### src/rtl/wb_pkg.sv
// rtl/wb_pkg.sv - shared types and helpers for the 3-master Wishbone arbiter
package wb_pkg;

  typedef enum logic {
    IDLE  = 1'b0,
    GRANT = 1'b1
  } arb_state_e;

  typedef logic [1:0] midx_t;

  // m2 counts as the last winner after reset so m0 is served first
  localparam midx_t RESET_LAST = 2'd2;

  // Next master index, modulo 3
  function automatic midx_t midx_next(input midx_t i);
    return (i >= 2'd2) ? 2'd0 : i + 2'd1;
  endfunction

  function automatic logic [2:0] midx_onehot(input midx_t i);
    return 3'b001 << i;
  endfunction

  // Index of a one-hot grant; an empty grant maps to 0 and is gated elsewhere
  function automatic midx_t onehot_midx(input logic [2:0] oh);
    if (oh[2]) return 2'd2;
    if (oh[1]) return 2'd1;
    return 2'd0;
  endfunction

endpackage

### src/rtl/rr_pick3.sv
// rtl/rr_pick3.sv - combinational round-robin selector over three requesters
module rr_pick3
  import wb_pkg::*;
(
  input  logic [2:0] i_req,
  input  midx_t      i_last,
  output logic [2:0] o_pick
);

  midx_t w_first;
  midx_t w_second;
  midx_t w_third;

  assign w_first  = midx_next(i_last);
  assign w_second = midx_next(w_first);
  assign w_third  = i_last;

  // Search order last+1, last+2, last; the previous winner goes to the back
  always_comb begin
    o_pick = 3'b000;
    if (i_req[w_first])       o_pick = midx_onehot(w_first);
    else if (i_req[w_second]) o_pick = midx_onehot(w_second);
    else if (i_req[w_third])  o_pick = midx_onehot(w_third);
  end

endmodule

### src/rtl/wb_arbiter_3.sv
// rtl/wb_arbiter_3.sv - three-master round-robin Wishbone arbiter with bus watchdog
module wb_arbiter_3
  import wb_pkg::*;
#(
  parameter int DATA_WIDTH     = 32,
  parameter int ADDR_WIDTH     = 32,
  parameter int SELECT_WIDTH   = DATA_WIDTH / 8,
  parameter int TIMEOUT_CYCLES = 255
) (
  input  logic                    clk,
  input  logic                    rst_n,
  input  logic [ADDR_WIDTH-1:0]   wb_m0_adr_i,
  input  logic [DATA_WIDTH-1:0]   wb_m0_dat_i,
  output logic [DATA_WIDTH-1:0]   wb_m0_dat_o,
  input  logic                    wb_m0_we_i,
  input  logic [SELECT_WIDTH-1:0] wb_m0_sel_i,
  input  logic                    wb_m0_stb_i,
  input  logic                    wb_m0_cyc_i,
  output logic                    wb_m0_ack_o,
  output logic                    wb_m0_err_o,
  output logic                    wb_m0_rty_o,
  input  logic [ADDR_WIDTH-1:0]   wb_m1_adr_i,
  input  logic [DATA_WIDTH-1:0]   wb_m1_dat_i,
  output logic [DATA_WIDTH-1:0]   wb_m1_dat_o,
  input  logic                    wb_m1_we_i,
  input  logic [SELECT_WIDTH-1:0] wb_m1_sel_i,
  input  logic                    wb_m1_stb_i,
  input  logic                    wb_m1_cyc_i,
  output logic                    wb_m1_ack_o,
  output logic                    wb_m1_err_o,
  output logic                    wb_m1_rty_o,
  input  logic [ADDR_WIDTH-1:0]   wb_m2_adr_i,
  input  logic [DATA_WIDTH-1:0]   wb_m2_dat_i,
  output logic [DATA_WIDTH-1:0]   wb_m2_dat_o,
  input  logic                    wb_m2_we_i,
  input  logic [SELECT_WIDTH-1:0] wb_m2_sel_i,
  input  logic                    wb_m2_stb_i,
  input  logic                    wb_m2_cyc_i,
  output logic                    wb_m2_ack_o,
  output logic                    wb_m2_err_o,
  output logic                    wb_m2_rty_o,
  output logic [ADDR_WIDTH-1:0]   wb_s_adr_o,
  output logic [DATA_WIDTH-1:0]   wb_s_dat_o,
  output logic                    wb_s_we_o,
  output logic [SELECT_WIDTH-1:0] wb_s_sel_o,
  output logic                    wb_s_stb_o,
  output logic                    wb_s_cyc_o,
  input  logic [DATA_WIDTH-1:0]   wb_s_dat_i,
  input  logic                    wb_s_ack_i,
  input  logic                    wb_s_err_i,
  input  logic                    wb_s_rty_i,
  output logic [2:0]              gnt_o
);

  // Counter is kept 1 bit wide when the watchdog is disabled so widths stay legal
  localparam int             CW     = (TIMEOUT_CYCLES > 0) ? $clog2(TIMEOUT_CYCLES + 1) : 1;
  localparam logic [CW-1:0]  TO_VAL = CW'(TIMEOUT_CYCLES);

  arb_state_e r_state;
  logic [2:0] r_gnt;
  midx_t      r_last;
  logic [CW-1:0] r_wd_cnt;

  logic [ADDR_WIDTH-1:0]   w_adr [3];
  logic [DATA_WIDTH-1:0]   w_wdat [3];
  logic [SELECT_WIDTH-1:0] w_sel [3];
  logic [DATA_WIDTH-1:0]   w_rdat [3];
  logic [2:0] w_we, w_stb, w_cyc;
  logic [2:0] w_ack, w_err, w_rty;
  logic [2:0] w_pick;
  midx_t      w_idx;
  logic       w_granted, w_g_cyc, w_g_stb, w_resp, w_stall, w_timeout;

  assign w_adr[0]  = wb_m0_adr_i;  assign w_adr[1]  = wb_m1_adr_i;  assign w_adr[2]  = wb_m2_adr_i;
  assign w_wdat[0] = wb_m0_dat_i;  assign w_wdat[1] = wb_m1_dat_i;  assign w_wdat[2] = wb_m2_dat_i;
  assign w_sel[0]  = wb_m0_sel_i;  assign w_sel[1]  = wb_m1_sel_i;  assign w_sel[2]  = wb_m2_sel_i;
  assign w_we  = {wb_m2_we_i,  wb_m1_we_i,  wb_m0_we_i};
  assign w_stb = {wb_m2_stb_i, wb_m1_stb_i, wb_m0_stb_i};
  assign w_cyc = {wb_m2_cyc_i, wb_m1_cyc_i, wb_m0_cyc_i};

  rr_pick3 u_pick (
    .i_req  (w_cyc),
    .i_last (r_last),
    .o_pick (w_pick)
  );

  assign w_idx     = onehot_midx(r_gnt);
  assign w_granted = (r_state == GRANT) && (r_gnt != 3'b000);
  assign w_g_cyc   = w_granted & w_cyc[w_idx];
  assign w_g_stb   = w_granted & w_stb[w_idx];
  assign w_resp    = wb_s_ack_i | wb_s_err_i | wb_s_rty_i;
  assign w_stall   = w_g_stb & w_g_cyc & ~w_resp;
  // A slave response in the same cycle suppresses the watchdog via w_stall
  assign w_timeout = (TIMEOUT_CYCLES > 0) && w_stall && (r_wd_cnt == TO_VAL);
  assign gnt_o     = r_gnt;

  // Grant FSM: pick in IDLE, hold the grant until the owner drops cyc
  always_ff @(posedge clk or negedge rst_n) begin
    if (!rst_n) begin
      r_state <= IDLE;
      r_gnt   <= 3'b000;
      r_last  <= RESET_LAST;
    end else begin
      case (r_state)
        IDLE: begin
          if (|w_cyc) begin
            r_gnt   <= w_pick;
            r_state <= GRANT;
          end
        end
        GRANT: begin
          if (!w_cyc[w_idx]) begin
            r_last  <= w_idx;
            r_gnt   <= 3'b000;
            r_state <= IDLE;
          end
        end
        default: begin
          r_gnt   <= 3'b000;
          r_state <= IDLE;
        end
      endcase
    end
  end

  // Watchdog: count consecutive unanswered strobe cycles, restart after firing
  always_ff @(posedge clk or negedge rst_n) begin
    if (!rst_n) begin
      r_wd_cnt <= '0;
    end else if ((TIMEOUT_CYCLES == 0) || !w_stall || w_timeout) begin
      r_wd_cnt <= '0;
    end else begin
      r_wd_cnt <= r_wd_cnt + CW'(1);
    end
  end

  // Forward the owner's request to the slave; the timeout cycle drops the bus
  always_comb begin
    wb_s_adr_o = '0;
    wb_s_dat_o = '0;
    wb_s_we_o  = 1'b0;
    wb_s_sel_o = '0;
    wb_s_stb_o = 1'b0;
    wb_s_cyc_o = 1'b0;
    if (w_granted) begin
      wb_s_adr_o = w_adr[w_idx];
      wb_s_dat_o = w_wdat[w_idx];
      wb_s_we_o  = w_we[w_idx];
      wb_s_sel_o = w_sel[w_idx];
      wb_s_stb_o = w_g_stb & ~w_timeout;
      wb_s_cyc_o = w_g_cyc & ~w_timeout;
    end
  end

  // Route slave responses only to the owner; everyone else sees zeros
  always_comb begin
    w_ack = 3'b000;
    w_err = 3'b000;
    w_rty = 3'b000;
    for (int i = 0; i < 3; i++) w_rdat[i] = '0;
    if (w_granted) begin
      w_ack[w_idx]  = wb_s_ack_i;
      w_err[w_idx]  = wb_s_err_i | w_timeout;
      w_rty[w_idx]  = wb_s_rty_i;
      w_rdat[w_idx] = wb_s_dat_i;
    end
  end

  assign wb_m0_dat_o = w_rdat[0];  assign wb_m1_dat_o = w_rdat[1];  assign wb_m2_dat_o = w_rdat[2];
  assign wb_m0_ack_o = w_ack[0];   assign wb_m1_ack_o = w_ack[1];   assign wb_m2_ack_o = w_ack[2];
  assign wb_m0_err_o = w_err[0];   assign wb_m1_err_o = w_err[1];   assign wb_m2_err_o = w_err[2];
  assign wb_m0_rty_o = w_rty[0];   assign wb_m1_rty_o = w_rty[1];   assign wb_m2_rty_o = w_rty[2];

endmodule

### config.mk
export PLATFORM = sky130hd
export DESIGN_NAME = wb_arbiter_3
export DESIGN_NICKNAME = d
export VERILOG_FILES = /design/src/rtl/wb_pkg.sv /design/src/rtl/rr_pick3.sv /design/src/rtl/wb_arbiter_3.sv
export SDC_FILE = /design/constraint.sdc
export NUM_CORES = 1
export LEC_CHECK = 0
export CAP_MARGIN = 30
export CELL_PAD_IN_SITES_DETAIL_PLACEMENT = 0
export CELL_PAD_IN_SITES_GLOBAL_PLACEMENT = 1
export CORE_AREA = 2 2 168 170
export CTS_CLUSTER_DIAMETER = 120
export DETAILED_ROUTE_END_ITERATION = 6
export DIE_AREA = 0 0 170 172
export PLACE_DENSITY_LB_ADDON = 0.3
export SKIP_LAST_GASP = 1
export SYNTH_ARGS = -nofsm -noshare
export SYNTH_HDL_FRONTEND = slang
export SYNTH_HIERARCHICAL = 1
export SYNTH_SLANG_ARGS = --single-unit
### constraint.sdc
create_clock -name clk -period 5.2 [get_ports clk]
set_clock_uncertainty 0.15 [all_clocks]
set_input_delay 1.3 -clock clk [delete_from_list [all_inputs] [get_ports clk]]
set_output_delay 1.3 -clock clk [all_outputs]
set_load 0.02 [all_outputs]
==> impl_metrics.env <==
export IMPL_drt_wirelength_per_cell_um=15.8
export IMPL_relSlewSlack_pct=51.7
export IMPL_setup_tns_ps=0
export IMPL_hold_buffers=0
export IMPL_fin_crit_sh_pct=92.6
export IMPL_initial_core_util_pct=11.8
export IMPL_multiInputGateArea_um2=2670
export IMPL_pwr_share_clk_pct=4.0
export IMPL_critPathBufInv=2
export IMPL_num_antenna_cells=0
export IMPL_vias=5032
export IMPL_worstSetupPathType="primary input to output pin"
export IMPL_crit_required_ps=3750
export IMPL_post_cts_resized=0
export IMPL_synth_seq_cells=14
export IMPL_crit_path_end_kind="output pin"
export IMPL_seq_area_um2=360
export IMPL_setup_violations=0
export IMPL_hold_path_end="r_wd_cnt[0]$_DFF_PN0_"
export IMPL_switching_share_pct=52.5
export IMPL_first_pass_iters=4
export IMPL_postCtsSetupBuffers=0
export IMPL_synth_top_area_share_pct=21.3
export IMPL_grt_pass1_wl_um=27600
export IMPL_power_frac_seq_pct=5.9
export IMPL_cp_max_fo=6
export IMPL_io_buffers=428
export IMPL_htree_levels=1
export IMPL_hold_path_class="register to register"
export IMPL_p_int_w=0.00171
export IMPL_viasPerCell=4.00
export IMPL_period_minus_slack_ps=4810
export IMPL_cts_root_buf="clkbuf_16"
export IMPL_finalHoldViolations=0
export IMPL_yosysMostFrequentCell="nor2_1"
export IMPL_die_h_um=172
export IMPL_drt_iter0_markers=187
export IMPL_synth_cell_type_count=37
export IMPL_synth_area_um2=3240
export IMPL_powerDensity_nw_per_um2=453
export IMPL_async_flop_share_pct=100
export IMPL_antenna_found_initial=0
export IMPL_std_cell_rows=61
export IMPL_post_route_cells_drive_above_1_share_pct=2.74
export IMPL_clock_sinks=14
export IMPL_core_area_um2=27500
export IMPL_whs_path_depth=1
export IMPL_cpMostUsedCell="clkdlybuf4s50_1"
export IMPL_setup_ws_ps=385
export IMPL_synth_edff_count=0
export IMPL_grt_pass1_vias=4627
export IMPL_status="finished clean"
export IMPL_grt_max_degree=90
export IMPL_yosys_area_top_type="mux2i_1"
export IMPL_timing_fmax_mhz=208
export IMPL_synth_cells=521
export IMPL_cts_buffers=3
export IMPL_ys_flop_type="dfrtp_1"
export IMPL_drc=0
export IMPL_gr_total_overflow=0
export IMPL_arrival_ps=3360
export IMPL_antenna_left=0
export IMPL_drt_total_wl_um=19900
export IMPL_path_cells="clkdlybuf4s50_1 > mux2_2 > o211a_1 > o211ai_2 > nor3b_1 > clkdlybuf4s50_1"
export IMPL_synthTopCellsByArea="mux2i_1 21%, nor2_1 17%, and3_1 13%"
export IMPL_synth_common_cells="150 x nor2_1, 71 x a21oi_1, 69 x mux2i_1"
export IMPL_synth_avg_cell_area_um2=6.22
export IMPL_ir_worst_vdd_uv=201
export IMPL_slew_viol_final=0
export IMPL_ys_warnings_count=6
export IMPL_cts_tree="built"
export IMPL_path_clk_slew_ps=50
export IMPL_syn_nets=772
export IMPL_synth_seq_area_share_pct=10.8
export IMPL_clockBufferDepth=2
export IMPL_rsz0062_at_grt="no"
export IMPL_comb_power_share_pct=90.0
export IMPL_p_leak_nw=3.16
export IMPL_globalplace_congestion=0.760
export IMPL_dp_hpwl_um=16000
export IMPL_cap_violations=0
export IMPL_die_area_um2=29200
export IMPL_fill_cells=3056
export IMPL_reg2reg_depth=4
export IMPL_crit_family="buffers and inverters"
export IMPL_worst_slew_pin_slew_ps=724
export IMPL_slowest_stage="clkdlybuf4s50_1"
export IMPL_max_stage_delay_ps=640
export IMPL_clock_latency_ps=240
export IMPL_r2r_setup_slack_ps=2870
export IMPL_r2r_start="gnt_o[1]$_DFFE_PN0P_"
export IMPL_cp_start_kind="primary input"
export IMPL_p_switching_w=0.00189
export IMPL_hp_start="r_wd_cnt[0]$_DFF_PN0_"
export IMPL_pre_cts_ws_ps=404
export IMPL_ios=429
export IMPL_grt_use_total_pct=12.0
export IMPL_die_w_um=170
export IMPL_fin_nets=1163
export IMPL_r2r_end="r_last[0]$_DFFE_PN0P_"
export IMPL_area_delta_synth_final_pct=145
[stage by stage]
step           cell area (µm²)  total power, W  utilization [%]  hold WS [ps]  instances
2_1_floorplan             3240         0.00197                -           305        521
3_3_place_gp              7840         0.00350             28.5           334       1252
3_5_place_dp              7870         0.00351             28.6           333       1253
4_1_cts                   7940         0.00366             28.9           340       1257
5_1_grt                   7940         0.00388             28.9           384       1257
6_report                  7940         0.00360             28.9           338       1257
[metal layers]
layer	part of all wire (%)	track usage, %	vias to the layer above
li1	-	-	2556
met1	40	14.2	2230
met2	51	22.8	242
met3	8.8	2.91	4
met4	0.31	0.966	0
met5	0	0	-
[how the worst max path moves through the flow]
stage | endpoint | from | slack (ps) | cells past startpoint
floorplan | wb_s_cyc_o | wb_m1_cyc_i | 1290 | 4
global placement | wb_s_cyc_o | wb_m0_cyc_i | 420 | 6
detailed placement | wb_s_cyc_o | wb_m0_cyc_i | 400 | 6
CTS | wb_s_cyc_o | wb_m0_cyc_i | 380 | 6
global route | wb_s_cyc_o | wb_m0_cyc_i | 240 | 6
finish | wb_s_cyc_o | wb_m0_cyc_i | 390 | 6
[cell usage in the layout (no fill, tap or decap), types with 4 or more instances in the layout]
| cell type | instances |
|---|---|
| clkdlybuf4s50_1 | 428 |
| nor3_1 | 5 |
| dfrtp_1 | 10 |
| nand3_1 | 4 |
| nand2_1 | 12 |
| and2_1 | 36 |
| mux2i_1 | 69 |
| o21ai_0 | 6 |
| buf_4 | 8 |
| a21oi_1 | 71 |
| and3_1 | 68 |
| xnor2_1 | 4 |
| nor2_1 | 150 |
[area by class of cell]
cell class	count	area share (%)
flip-flops and latches	14	4.54
repair buffers	438	55.3
clock buffers	4	0.992
well taps	346	5.45
multi-input cells	452	33.6
inverters	3	0.142
[flip-flops by register name (all words and copies together), names as in the netlist]
register,count
r_state,1
r_wd_cnt,8
r_last,2
gnt_o,3
[power by group through the flow]
stage | combinational (W) | sequential, W | clock, W
final | 0.00324 | 0.000214 | 0.000145
after global placement | 0.00328 | 0.000220 | 0
after floorplan | 0.00181 | 0.000156 | 0
after CTS | 0.00329 | 0.000218 | 0.000149
after detailed placement | 0.00329 | 0.000219 | 0
after global routing | 0.00350 | 0.000225 | 0.000157
[kinds of logic after synthesis]
kind of cell / Yosys count / synth area share [%]
flip-flops: 14 / 10.8
AO/OA/AOI/OAI: 87 / 15.1
buffers and inverters: 55 / 7.07
adder cells (fa/ha/maj): 1 / 0.386
multiplexers: 72 / 22.4
AND/OR/NAND/NOR: 286 / 42.7
XOR/XNOR: 6 / 1.62
No activity file was read; power rests on OpenSTA's default activity.
